===== config.mk =====
export PLATFORM = sky130hd
export DESIGN_NAME = iq_deserializer_flat
export DESIGN_NICKNAME = d
export VERILOG_FILES = /design/src/rtl/iq_deserializer_if.sv /design/src/rtl/iq_deserializer.sv /design/src/flat_wrapper.sv
export SDC_FILE = /design/constraint.sdc
export NUM_CORES = 1
export LEC_CHECK = 0
export ABC_AREA = 1
export BUFFER_PORTS_ARGS = -buffer_cell sky130_fd_sc_hd__buf_2
export CORE_MARGIN = 8
export CORE_UTILIZATION = 54
export DETAILED_ROUTE_END_ITERATION = 7
export PLACE_DENSITY = 0.91
export SYNTH_ARGS = -nofsm -noshare
export SYNTH_HDL_FRONTEND = slang
export SYNTH_SLANG_ARGS = --single-unit
export TNS_END_PERCENT = 30

===== constraint.sdc =====
create_clock -name clock -period 2.5 [get_ports clock]
set_input_delay 0.375 -clock clock [delete_from_list [all_inputs] [get_ports clock]]
set_output_delay 0.375 -clock clock [all_outputs]
set_load 0.02 [all_outputs]

===== src/rtl/iq_deserializer_if.sv =====
// ---------------------------------------------------------------------------
// iq_deserializer_if
// Bundles the byte-FIFO read side and the paired I/Q FIFO write side of the
// I/Q deserializer.
//   data_in    : head byte of the input FIFO, valid while in_empty==0
//   in_empty   : input FIFO empty
//   in_rd_en   : input FIFO pop
//   i_out_full : I output FIFO full
//   q_out_full : Q output FIFO full
//   out_wr_en  : push into both output FIFOs
//   i_out/q_out: quantized I/Q samples
//   resync     : byte-alignment restart; present only with IQ_DESER_RESYNC_EN
// Modports: master = FIFO environment, slave = deserializer.
// ---------------------------------------------------------------------------
interface iq_deserializer_if #(
  parameter int DATA_SIZE = 32,
  parameter int BYTE_SIZE = 8
);
  logic [BYTE_SIZE-1:0] data_in;
  logic                 in_empty;
  logic                 in_rd_en;
  logic                 i_out_full;
  logic                 q_out_full;
  logic                 out_wr_en;
  logic [DATA_SIZE-1:0] i_out;
  logic [DATA_SIZE-1:0] q_out;
`ifdef IQ_DESER_RESYNC_EN
  logic                 resync;

  modport master (
    output data_in, in_empty, i_out_full, q_out_full, resync,
    input  in_rd_en, out_wr_en, i_out, q_out
  );
  modport slave (
    input  data_in, in_empty, i_out_full, q_out_full, resync,
    output in_rd_en, out_wr_en, i_out, q_out
  );
`else
  modport master (
    output data_in, in_empty, i_out_full, q_out_full,
    input  in_rd_en, out_wr_en, i_out, q_out
  );
  modport slave (
    input  data_in, in_empty, i_out_full, q_out_full,
    output in_rd_en, out_wr_en, i_out, q_out
  );
`endif
endinterface


===== src/rtl/iq_deserializer.sv =====
// ---------------------------------------------------------------------------
// iq_deserializer
// Pops interleaved I/Q bytes from the input byte FIFO, assembles one I and one
// Q sample of SAMPLE_BYTES bytes each, sign-extends them to DATA_SIZE, shifts
// them left by BITS and pushes the pair into the I and Q output FIFOs together.
// A one-pair pending register lets byte collection run ahead while the
// outputs are back-pressured; collection only stalls at the last byte of the
// next pair.
// Ports:
//   clock : rising-edge clock
//   reset : asynchronous, active-high
//   bus   : iq_deserializer_if.slave (input FIFO pop side, output push side)
// Optional feature macro: IQ_DESER_RESYNC_EN adds bus.resync, which restarts
// byte alignment at index 0 without touching a pending pair.
// ---------------------------------------------------------------------------
module iq_deserializer #(
  parameter int DATA_SIZE    = 32,
  parameter int BYTE_SIZE    = 8,
  parameter int SAMPLE_BYTES = 2,
  parameter int BITS         = 10,
  parameter int BIG_ENDIAN   = 0
) (
  input logic              clock,
  input logic              reset,
  iq_deserializer_if.slave bus
);
  localparam int          SW         = SAMPLE_BYTES * BYTE_SIZE;
  localparam int          PAIR_BYTES = 2 * SAMPLE_BYTES;
  localparam logic [2:0]  LAST       = 3'(PAIR_BYTES - 1);
  localparam logic [2:0]  Q_FIRST    = 3'(SAMPLE_BYTES);

  if ((SAMPLE_BYTES < 1) || (SAMPLE_BYTES > 4) || (SW > DATA_SIZE)) begin : g_bad_cfg
    $error("iq_deserializer: SAMPLE_BYTES must be 1..4 and SAMPLE_BYTES*BYTE_SIZE <= DATA_SIZE");
  end
  if (($bits(bus.i_out) != DATA_SIZE) || ($bits(bus.data_in) != BYTE_SIZE)) begin : g_bad_if
    $error("iq_deserializer: interface widths do not match module parameters");
  end

  // Writes byte b into sample lane pos, honouring the configured byte order.
  function automatic logic [SW-1:0] place_byte(input logic [SW-1:0]        part,
                                               input logic [BYTE_SIZE-1:0] b,
                                               input logic [2:0]           pos);
    logic [SW-1:0] res;
    int            lane;
    res = part;
    if (BIG_ENDIAN != 0) begin
      lane = SAMPLE_BYTES - 1 - int'(pos);
    end else begin
      lane = int'(pos);
    end
    for (int k = 0; k < SAMPLE_BYTES; k++) begin
      if (lane == k) begin
        res[k*BYTE_SIZE +: BYTE_SIZE] = b;
      end else begin
        res[k*BYTE_SIZE +: BYTE_SIZE] = res[k*BYTE_SIZE +: BYTE_SIZE];
      end
    end
    return res;
  endfunction

  // Sign-extends an assembled sample to DATA_SIZE and applies the quantization shift.
  function automatic logic [DATA_SIZE-1:0] quantize(input logic [SW-1:0] s);
    logic [DATA_SIZE-1:0] ext;
    ext = DATA_SIZE'($signed(s));
    return ext << BITS;
  endfunction

  logic [2:0]           r_byte_idx;
  logic [SW-1:0]        r_i_part;
  logic [SW-1:0]        r_q_part;
  logic                 r_pend_valid;
  logic [DATA_SIZE-1:0] r_i_out;
  logic [DATA_SIZE-1:0] r_q_out;

  logic                 w_resync;
  logic                 w_at_last;
  logic                 w_is_q;
  logic [2:0]           w_pos;
  logic                 w_wr_en;
  logic                 w_rd_en;
  logic                 w_commit;
  logic [SW-1:0]        w_i_next;
  logic [SW-1:0]        w_q_next;

`ifdef IQ_DESER_RESYNC_EN
  assign w_resync = bus.resync;
`else
  assign w_resync = 1'b0;
`endif

  assign w_at_last = (r_byte_idx == LAST);
  assign w_is_q    = (r_byte_idx >= Q_FIRST);
  assign w_pos     = w_is_q ? (r_byte_idx - Q_FIRST) : r_byte_idx;

  // Push whenever a pair is pending and both outputs have room; pop unless the
  // last byte would need a pending slot that is neither free nor freeing now.
  assign w_wr_en  = r_pend_valid && !bus.i_out_full && !bus.q_out_full && !reset;
  assign w_rd_en  = !bus.in_empty && !(w_at_last && r_pend_valid && !w_wr_en)
                    && !w_resync && !reset;
  assign w_commit = w_rd_en && w_at_last;

  assign bus.in_rd_en  = w_rd_en;
  assign bus.out_wr_en = w_wr_en;
  assign bus.i_out     = r_i_out;
  assign bus.q_out     = r_q_out;

  // Next partial-sample contents including the byte being popped this cycle.
  always_comb begin
    w_i_next = r_i_part;
    w_q_next = r_q_part;
    if (w_rd_en) begin
      if (w_is_q) begin
        w_q_next = place_byte(r_q_part, bus.data_in, w_pos);
      end else begin
        w_i_next = place_byte(r_i_part, bus.data_in, w_pos);
      end
    end else begin
      w_i_next = r_i_part;
      w_q_next = r_q_part;
    end
  end

  // Byte index and partial-sample collection registers.
  always_ff @(posedge clock or posedge reset) begin
    if (reset) begin
      r_byte_idx <= 3'd0;
      r_i_part   <= '0;
      r_q_part   <= '0;
    end else if (w_resync) begin
      r_byte_idx <= 3'd0;
      r_i_part   <= '0;
      r_q_part   <= '0;
    end else if (w_commit) begin
      // The completed pair moves to the pending registers; start afresh.
      r_byte_idx <= 3'd0;
      r_i_part   <= '0;
      r_q_part   <= '0;
    end else if (w_rd_en) begin
      r_byte_idx <= r_byte_idx + 3'd1;
      r_i_part   <= w_i_next;
      r_q_part   <= w_q_next;
    end else begin
      r_byte_idx <= r_byte_idx;
      r_i_part   <= r_i_part;
      r_q_part   <= r_q_part;
    end
  end

  // Pending pair: a commit overwrites it (even while it is being pushed),
  // a push without commit just frees it and leaves the outputs unchanged.
  always_ff @(posedge clock or posedge reset) begin
    if (reset) begin
      r_pend_valid <= 1'b0;
      r_i_out      <= '0;
      r_q_out      <= '0;
    end else if (w_commit) begin
      r_pend_valid <= 1'b1;
      r_i_out      <= quantize(w_i_next);
      r_q_out      <= quantize(w_q_next);
    end else if (w_wr_en) begin
      r_pend_valid <= 1'b0;
      r_i_out      <= r_i_out;
      r_q_out      <= r_q_out;
    end else begin
      r_pend_valid <= r_pend_valid;
      r_i_out      <= r_i_out;
      r_q_out      <= r_q_out;
    end
  end
endmodule


===== src/flat_wrapper.sv =====
// flat-port wrapper written by rule: the top's interface ports become plain ports
module iq_deserializer_flat 
#(
  parameter int DATA_SIZE    = 32,
  parameter int BYTE_SIZE    = 8,
  parameter int SAMPLE_BYTES = 2,
  parameter int BITS         = 10,
  parameter int BIG_ENDIAN   = 0
)
  (clock, reset, bus_data_in, bus_in_empty, bus_i_out_full, bus_q_out_full, bus_in_rd_en, bus_out_wr_en, bus_i_out, bus_q_out);
  iq_deserializer_if #(.DATA_SIZE(DATA_SIZE), .BYTE_SIZE(BYTE_SIZE)) bus_i ();
  input logic clock;
  input logic reset;
  input wire logic [$bits(bus_i.data_in)-1:0] bus_data_in;
  input wire logic [$bits(bus_i.in_empty)-1:0] bus_in_empty;
  input wire logic [$bits(bus_i.i_out_full)-1:0] bus_i_out_full;
  input wire logic [$bits(bus_i.q_out_full)-1:0] bus_q_out_full;
  output wire logic [$bits(bus_i.in_rd_en)-1:0] bus_in_rd_en;
  output wire logic [$bits(bus_i.out_wr_en)-1:0] bus_out_wr_en;
  output wire logic [$bits(bus_i.i_out)-1:0] bus_i_out;
  output wire logic [$bits(bus_i.q_out)-1:0] bus_q_out;
  assign bus_i.data_in = bus_data_in;
  assign bus_i.in_empty = bus_in_empty;
  assign bus_i.i_out_full = bus_i_out_full;
  assign bus_i.q_out_full = bus_q_out_full;
  assign bus_in_rd_en = bus_i.in_rd_en;
  assign bus_out_wr_en = bus_i.out_wr_en;
  assign bus_i_out = bus_i.i_out;
  assign bus_q_out = bus_i.q_out;
  iq_deserializer #(.DATA_SIZE(DATA_SIZE), .BYTE_SIZE(BYTE_SIZE), .SAMPLE_BYTES(SAMPLE_BYTES), .BITS(BITS), .BIG_ENDIAN(BIG_ENDIAN)) u_core (.clock(clock), .reset(reset), .bus(bus_i));
endmodule

==> impl_metrics.csv, run 1 <==
group,metric,value,unit
routing,via_per_inst,5.19,
grt,use_met3,0.0468,
critical_path,cp.required,2.12,ns
placement,io_buffers,58,
placement,hpwl,5540,um
die,rows,29,
die,die-area,0.00920,mm^2
power,vdd_drop_max,0.772,mV
clock_network,cts.sinks,68,
placement,post-place-ws,0.454,ns
clock_network,htree_levels,3,
power,leakage,2.32,nW
yosys,syn-instance-count,449,
grt,grt_overflow,0,
clock_network,clk_latency,0.35,ns
cells_and_area,fill_cells,562,
timing,fin_crit_sh,0.915,
timing,grt_setup_unrepaired,"no",
critical_path,path_class,"flop to primary output",
yosys,avgSynthCellArea,7.68,um^2
clock_network,cts_tree,"yes",
cells_and_area,layout_common_cells,"235 x nand2_1, 68 x dfrtp_1, 58 x buf_2",
grt,use_met1,0.228,
timing,layout_min_cycle_time,2.29,ns
grt,grt_max_degree,36,
clock_network,root_buffer,"clkbuf_8",
critical_path,cp_num_buf_inv,3,
clock_network,clockBufferDepth,2,
power,total_power,4.83,mW
clock_network,numCtsBuffers,9,
routing,wl_per_cell,13.9,um
timing,setup_viol,0,
placement,gp_congestion,0.869,
cells_and_area,final_common_cell,"nand2_1",
die,io_pins,79,
yosys,synth_top_area_frac,0.494,
clock_network,cts_resized,0,
timing,worst_pin_slew,0.728,ns
routing,drt_iter0_drc,265,
timing,clock_skew,0.00694,ns
timing,hold_violations,0,
grt,grtUsageMet2,0.286,
worst_hold_path,hp-class,"input pin to async pin",
cells_and_area,diodes,0,
grt,grt_busiest_layer,"met2",
critical_path,crit_path_start_kind,"flop",
yosys,synth_warnings,0,
grt,grt_pass1_vias,2811,
routing,routed_wl,7980,um
grt,grt_usage,0.181,
critical_path,crit_chain,"ha_1, inv_1, nor2_4, nand2_1, nand2_2, inv_1, buf_2",
timing,setup_slack,0.213,ns
routing,drc,0,
die,die_h,95.9,um
die,core_area,0.00628,mm^2
timing,slew_violations,0,
die,die_w,95.9,um
routing,firstDrtPassIters,5,
timing,slew_headroom,0.514,
clock_network,cts_setup_buffers,0,
yosys,synth.yosys.seq_area_share,0.494,
yosys,synth_largest_area_cell,"dfrtp_1",
timing,final.setup.tns,0,ns
yosys,yosys-top-cells-area,"dfrtp_1 49%, nand2_1 26%, nand3_1 7.5%, buf_4 7.0%, nand4_1 2.9%",
timing,max_freq,0.437,GHz
critical_path,arrival,1.91,ns
grt,grt_pass1_wl,13100,um
grt,grt_antenna_before_repair,0,
critical_path,critical_path_peak_fanout,18,
clock_network,cts_hold_buf,0,
cells_and_area,nNetsFinal,506,
critical_path,endpoint_kind,"primary output",
yosys,netlist_area,0.00345,mm^2
cells_and_area,area_delta_synth_final,11.0,%
critical_path,slowest_delay,0.59,ns
cells_and_area,layout-drive-gt1-share,0.185,
critical_path,crit_path_top_delay_cell,"dfrtp_1",
run,drv_cap,0,
yosys,synth_cell_types,20,
routing,vias,2976,
routing,ant_nets,0,
die,start_util,0.549,
critical_path,critical_path.top_delay_family,"flip-flops",
power,p_per_area,1260,mW/mm^2
critical_path,crit_top_cell,"inv_1",
status,outcome,"completed",
clock_network,clk_pin_slew,0.07,ns
cells_and_area,utilization,0.610,
yosys,ys_seq_elements,68,
timing,holdWs,0.175,ns
==> cell families after synthesis <==
| kind of cell | synth area share |
|---|---|
| simple gates | 0.383 |
| fa+ha+maj | 0.00726 |
| other cells | 0.00109 |
| compound gates | 0.00363 |
| buf+inv | 0.111 |
| flops | 0.494 |
==> worst register-to-register path: stages, from the launching register on <==
cell and delay [ns]:
dfrtp_1 0.59, inv_1 0.12, ha_1 0.22, inv_2 0.23, nand2_2 0.25, nand2_1 0.31
nand2_1 0.09, nand2_1 0.09, nand2_1 0.06, nand2_1 0.09
==> state kept, by name, summed over array words and instances (netlist names) <==
name,cells
u_core.bus.q_out,16
u_core.r_q_part,16
u_core.r_pend_valid,1
u_core.bus.i_out,16
u_core.r_byte_idx,3
u_core.r_i_part,16
==> worst paths after layout <==
| check | slack (ns) | end | cells past startpoint | from |
|---|---|---|---|---|
| setup / recovery | 0.21 | bus_in_rd_en | 7 | u_core.r_byte_idx[0]$_DFFE_PP0P_ |
| hold / removal | 0.18 | u_core.r_pend_valid$_DFFE_PP0P_ | 2 | reset |
| setup reg to reg | 0.39 | u_core.r_q_part[5]$_DFFE_PP0P_ | 9 | u_core.r_byte_idx[0]$_DFFE_PP0P_ |
| hold reg to reg | 0.47 | u_core.r_i_part[2]$_DFFE_PP0P_ | 2 | u_core.r_i_part[2]$_DFFE_PP0P_ |
| max in group asynchronous | 1.70 | u_core.bus.i_out[11]$_DFFE_PP0P_ | 3 | reset |
| min in group clock | 0.36 | u_core.r_byte_idx[2]$_DFFE_PP0P_ | 3 | bus_in_empty |
==> synth_stat cells <==
library cell,count
nand4_1,16
nand3_1,52
nand2_1,235
clkbuf_1,3
nor2_8,1
a21oi_1,1
nor2_2,5
a21boi_0,1
buf_2,15
ha_1,2
nand2_2,2
nor2_1,1
conb_1,1
buf_4,32
buf_1,2
inv_2,1
nor2_4,1
buf_6,1
inv_1,9
dfrtp_1,68
==> stage by stage <==
stage	instances	instance area, um^2
after CTS	573	3830
after global routing	573	3830
after global placement	557	3620
after detailed placement	557	3620
after floorplan	468	3520
final	573	3830
==> cell type report <==
cell class	count	area [um^2]	share of cell area
well taps	77	96.3	0.0252
flip-flops and latches	68	1700	0.445
inverters	10	37.5	0.00981
multi-input cells	337	1430	0.375
clock inverters	5	50.0	0.0131
repair buffers	65	355	0.0929
clock buffers	11	151	0.0396
==> power breakdown <==
group	switching [mW]	internal, mW	leakage, nW	total (mW)
sequential	0.281	1.54	0.899	1.82
combinational	1.46	0.631	1.31	2.09
clock	0.410	0.508	0.109	0.918
==> metal layers <==
layer / up-vias / part of all wire
met2: 122 / 0.48
met3: 11 / 0.085
met4: 0 / 0.015
li1: 1446 / -
met1: 1397 / 0.42
met5: - / 0
Note: power is estimated with default switching activity, not from simulation.
==> inputs of run 2 (changes only) <==
REMOVE_ABC_BUFFERS = 1   (was unset)
==> run 2 against run 1 <==
Utilization fell by 0.42 points. Sequential share of layout area increased by 0.34 points. Sequential cell count is the same. Global-route usage increased by 1.4 points. Sequential power barely moved. Highest routed layer unchanged. Total power fell by 2.0%. Maximum frequency shrank 2.7%. Die area unchanged. Routed wire length is 6.8% higher. Hold slack improved by 0.049 ns. First-iteration DRC count grew 8.7%.
==> impl_metrics.csv, run 2 (synthesis results as in run 1) <==
group,metric,value,unit
routing,ant_nets,0,
clock_network,htree_levels,3,
critical_path,crit_cells,7,
die,io_pins,79,
critical_path,r2r_start,"u_core.r_byte_idx[0]$_DFFE_PP0P_",
power,p_per_area,1250,mW/mm^2
cells_and_area,layout_common_cells,"235 x nand2_1, 67 x dfrtp_1, 58 x buf_2",
timing,slew_violations,0,
clock_network,numCtsBuffers,9,
timing,layout_min_cycle_time,2.35,ns
die,rows,29,
routing,vias,3000,
die,die_h,95.9,um
critical_path,critical_path_peak_fanout,15,
routing,drt_iter0_drc,288,
routing,wl_per_cell,14.9,um
clock_network,clockBufferDepth,2,
die,die_w,95.9,um
routing,via_per_inst,5.24,
critical_path,critPathLaunch,"u_core.r_byte_idx[0]$_DFFE_PP0P_",
clock_network,clk_pin_slew,0.07,ns
cells_and_area,final_common_cell,"nand2_1",
timing,worst_pin_slew,0.865,ns
worst_hold_path,hp-class,"input pin to async pin",
timing,max_freq,0.425,GHz
placement,io_buffers,58,
grt,grt_max_degree,43,
critical_path,crit_chain,"ha_1, inv_1, nor2_4, nand2_1, nand2_4, inv_1, buf_2",
cells_and_area,nNetsFinal,506,
critical_path,r2r-end,"u_core.bus.q_out[20]$_DFFE_PP0P_",
clock_network,clk_latency,0.35,ns
routing,firstDrtPassIters,4,
placement,dp_cells,557,
timing,hold_violations,0,
critical_path,crit_path_start_kind,"flop",
critical_path,critical_path.top_delay_family,"simple AND/OR/NAND/NOR gates",
clock_network,cts_hold_buf,0,
grt,grt_antenna_before_repair,0,
power,vdd_drop_max,0.600,mV
clock_network,cts_tree,"yes",
clock_network,root_buffer,"clkbuf_8",
critical_path,endpoint_kind,"primary output",
grt,grt_overflow,0,
cells_and_area,layout-drive-gt1-share,0.182,
critical_path,cp.required,2.12,ns
routing,drc,0,
placement,gp_congestion,0.946,
critical_path,ff2ff_setup_slack,0.31,ns
critical_path,crit_path_top_delay_cell,"dfrtp_2",
timing,grt_setup_unrepaired,"no",
run,drv_cap,0,
critical_path,crit_top_cell,"inv_1",
timing,setup_viol,0,
critical_path,slowest_delay,0.50,ns
power,leakage,2.30,nW
cells_and_area,finalNonFillerCells,572,
status,outcome,"completed",
die,core_area,0.00628,mm^2
timing,clock_skew,0.00915,ns
grt,grt_pass1_wl,13800,um
timing,fin_crit_sh,0.941,
critical_path,arrival,1.98,ns
power,total_power,4.73,mW
cells_and_area,diodes,0,
die,die-area,0.00920,mm^2
placement,hpwl,5890,um
critical_path,path_class,"flop to primary output",
grt,grt_usage,0.195,
routing,routed_wl,8520,um
timing,slew_headroom,0.422,
critical_path,reg2regPathDepth,9,
die,start_util,0.549,
timing,final.setup.tns,0,ns
cells_and_area,area_delta_synth_final,10.2,%
clock_network,cts.sinks,68,
grt,grt_pass1_vias,2875,
critical_path,cp_num_buf_inv,3,
==> run 2: cell count changes in the layout (fill, tap and decap cells not counted) <==
cell / before / now
nand2_4: 0 / 1
nand2_2: 2 / 1
dfrtp_2: 0 / 1
dfrtp_1: 68 / 67
clkbuf_1: 0 / 2
clkinv_2: 4 / 2
bufinv_16: 1 / 0
==> run 2: final cells by class <==
cell class	instances	area, um^2
fillers	569	2480
well taps	77	96.3
clock inverters	2	10.0
inverters	10	37.5
clock buffers	13	159
flip-flops and latches	68	1700
multi-input cells	337	1440
repair buffers	65	355
==> run 2: routing by layer <==
metal / wire [um] / share of wire / track usage
met1: 3560 / 0.42 / 0.247
met2: 4110 / 0.48 / 0.303
met3: 646 / 0.076 / 0.0452
met4: 206 / 0.024 / 0.105
met5: 0 / 0 / 0
==> run 2: worst reg2reg max path, stage by stage (launching register included) <==
cell and delay (ns):
dfrtp_2 0.50, inv_1 0.23, ha_1 0.27, inv_2 0.23
nand2_2 0.25, nand2_1 0.29, nand2_1 0.11, nand2_1 0.11
nand3_1 0.07, nand2_1 0.07
==> run 2: how the worst max path moves through the flow <==
| stage | end | slack (ns) |
|---|---|---|
| 5_1_grt | bus_in_rd_en | 0.05 |
| 3_5_place_dp | u_core.bus.q_out[15]$_DFFE_PP0P_ | 0.24 |
| 3_3_place_gp | u_core.bus.q_out[10]$_DFFE_PP0P_ | 0.41 |
| 6_report | bus_in_rd_en | 0.15 |
| 2_1_floorplan | u_core.bus.i_out[10]$_DFFE_PP0P_ | 0.20 |
| 4_1_cts | bus_in_rd_en | 0.11 |
==> run 2: report_power, final <==
group,switching [mW],internal [mW],leakage [nW],total (mW)
Clock,0.402,0.406,0.0893,0.808
Combinational,1.47,0.627,1.32,2.09
Sequential,0.289,1.54,0.897,1.83
Total,2.16,2.58,2.30,4.73
==> run 2: per-stage QoR <==
step           instance area [um^2]  hold slack [ns]  worst slack, ns  utilization
5_1_grt                        3800            0.315           0.0535        0.605
6_report                       3800            0.225            0.148        0.605
3_3_place_gp                   3620            0.454            0.415        0.577
2_1_floorplan                  3170            0.442            0.202            -
3_5_place_dp                   3620            0.458            0.238        0.577
4_1_cts                        3790            0.252            0.110        0.605
==> run 2: what timing repair did <==
item	in CTS	in global routing
endpoints found under the setup margin	1	1
gates cloned	0	0
resized for setup	1	1
setup buffers	0	0
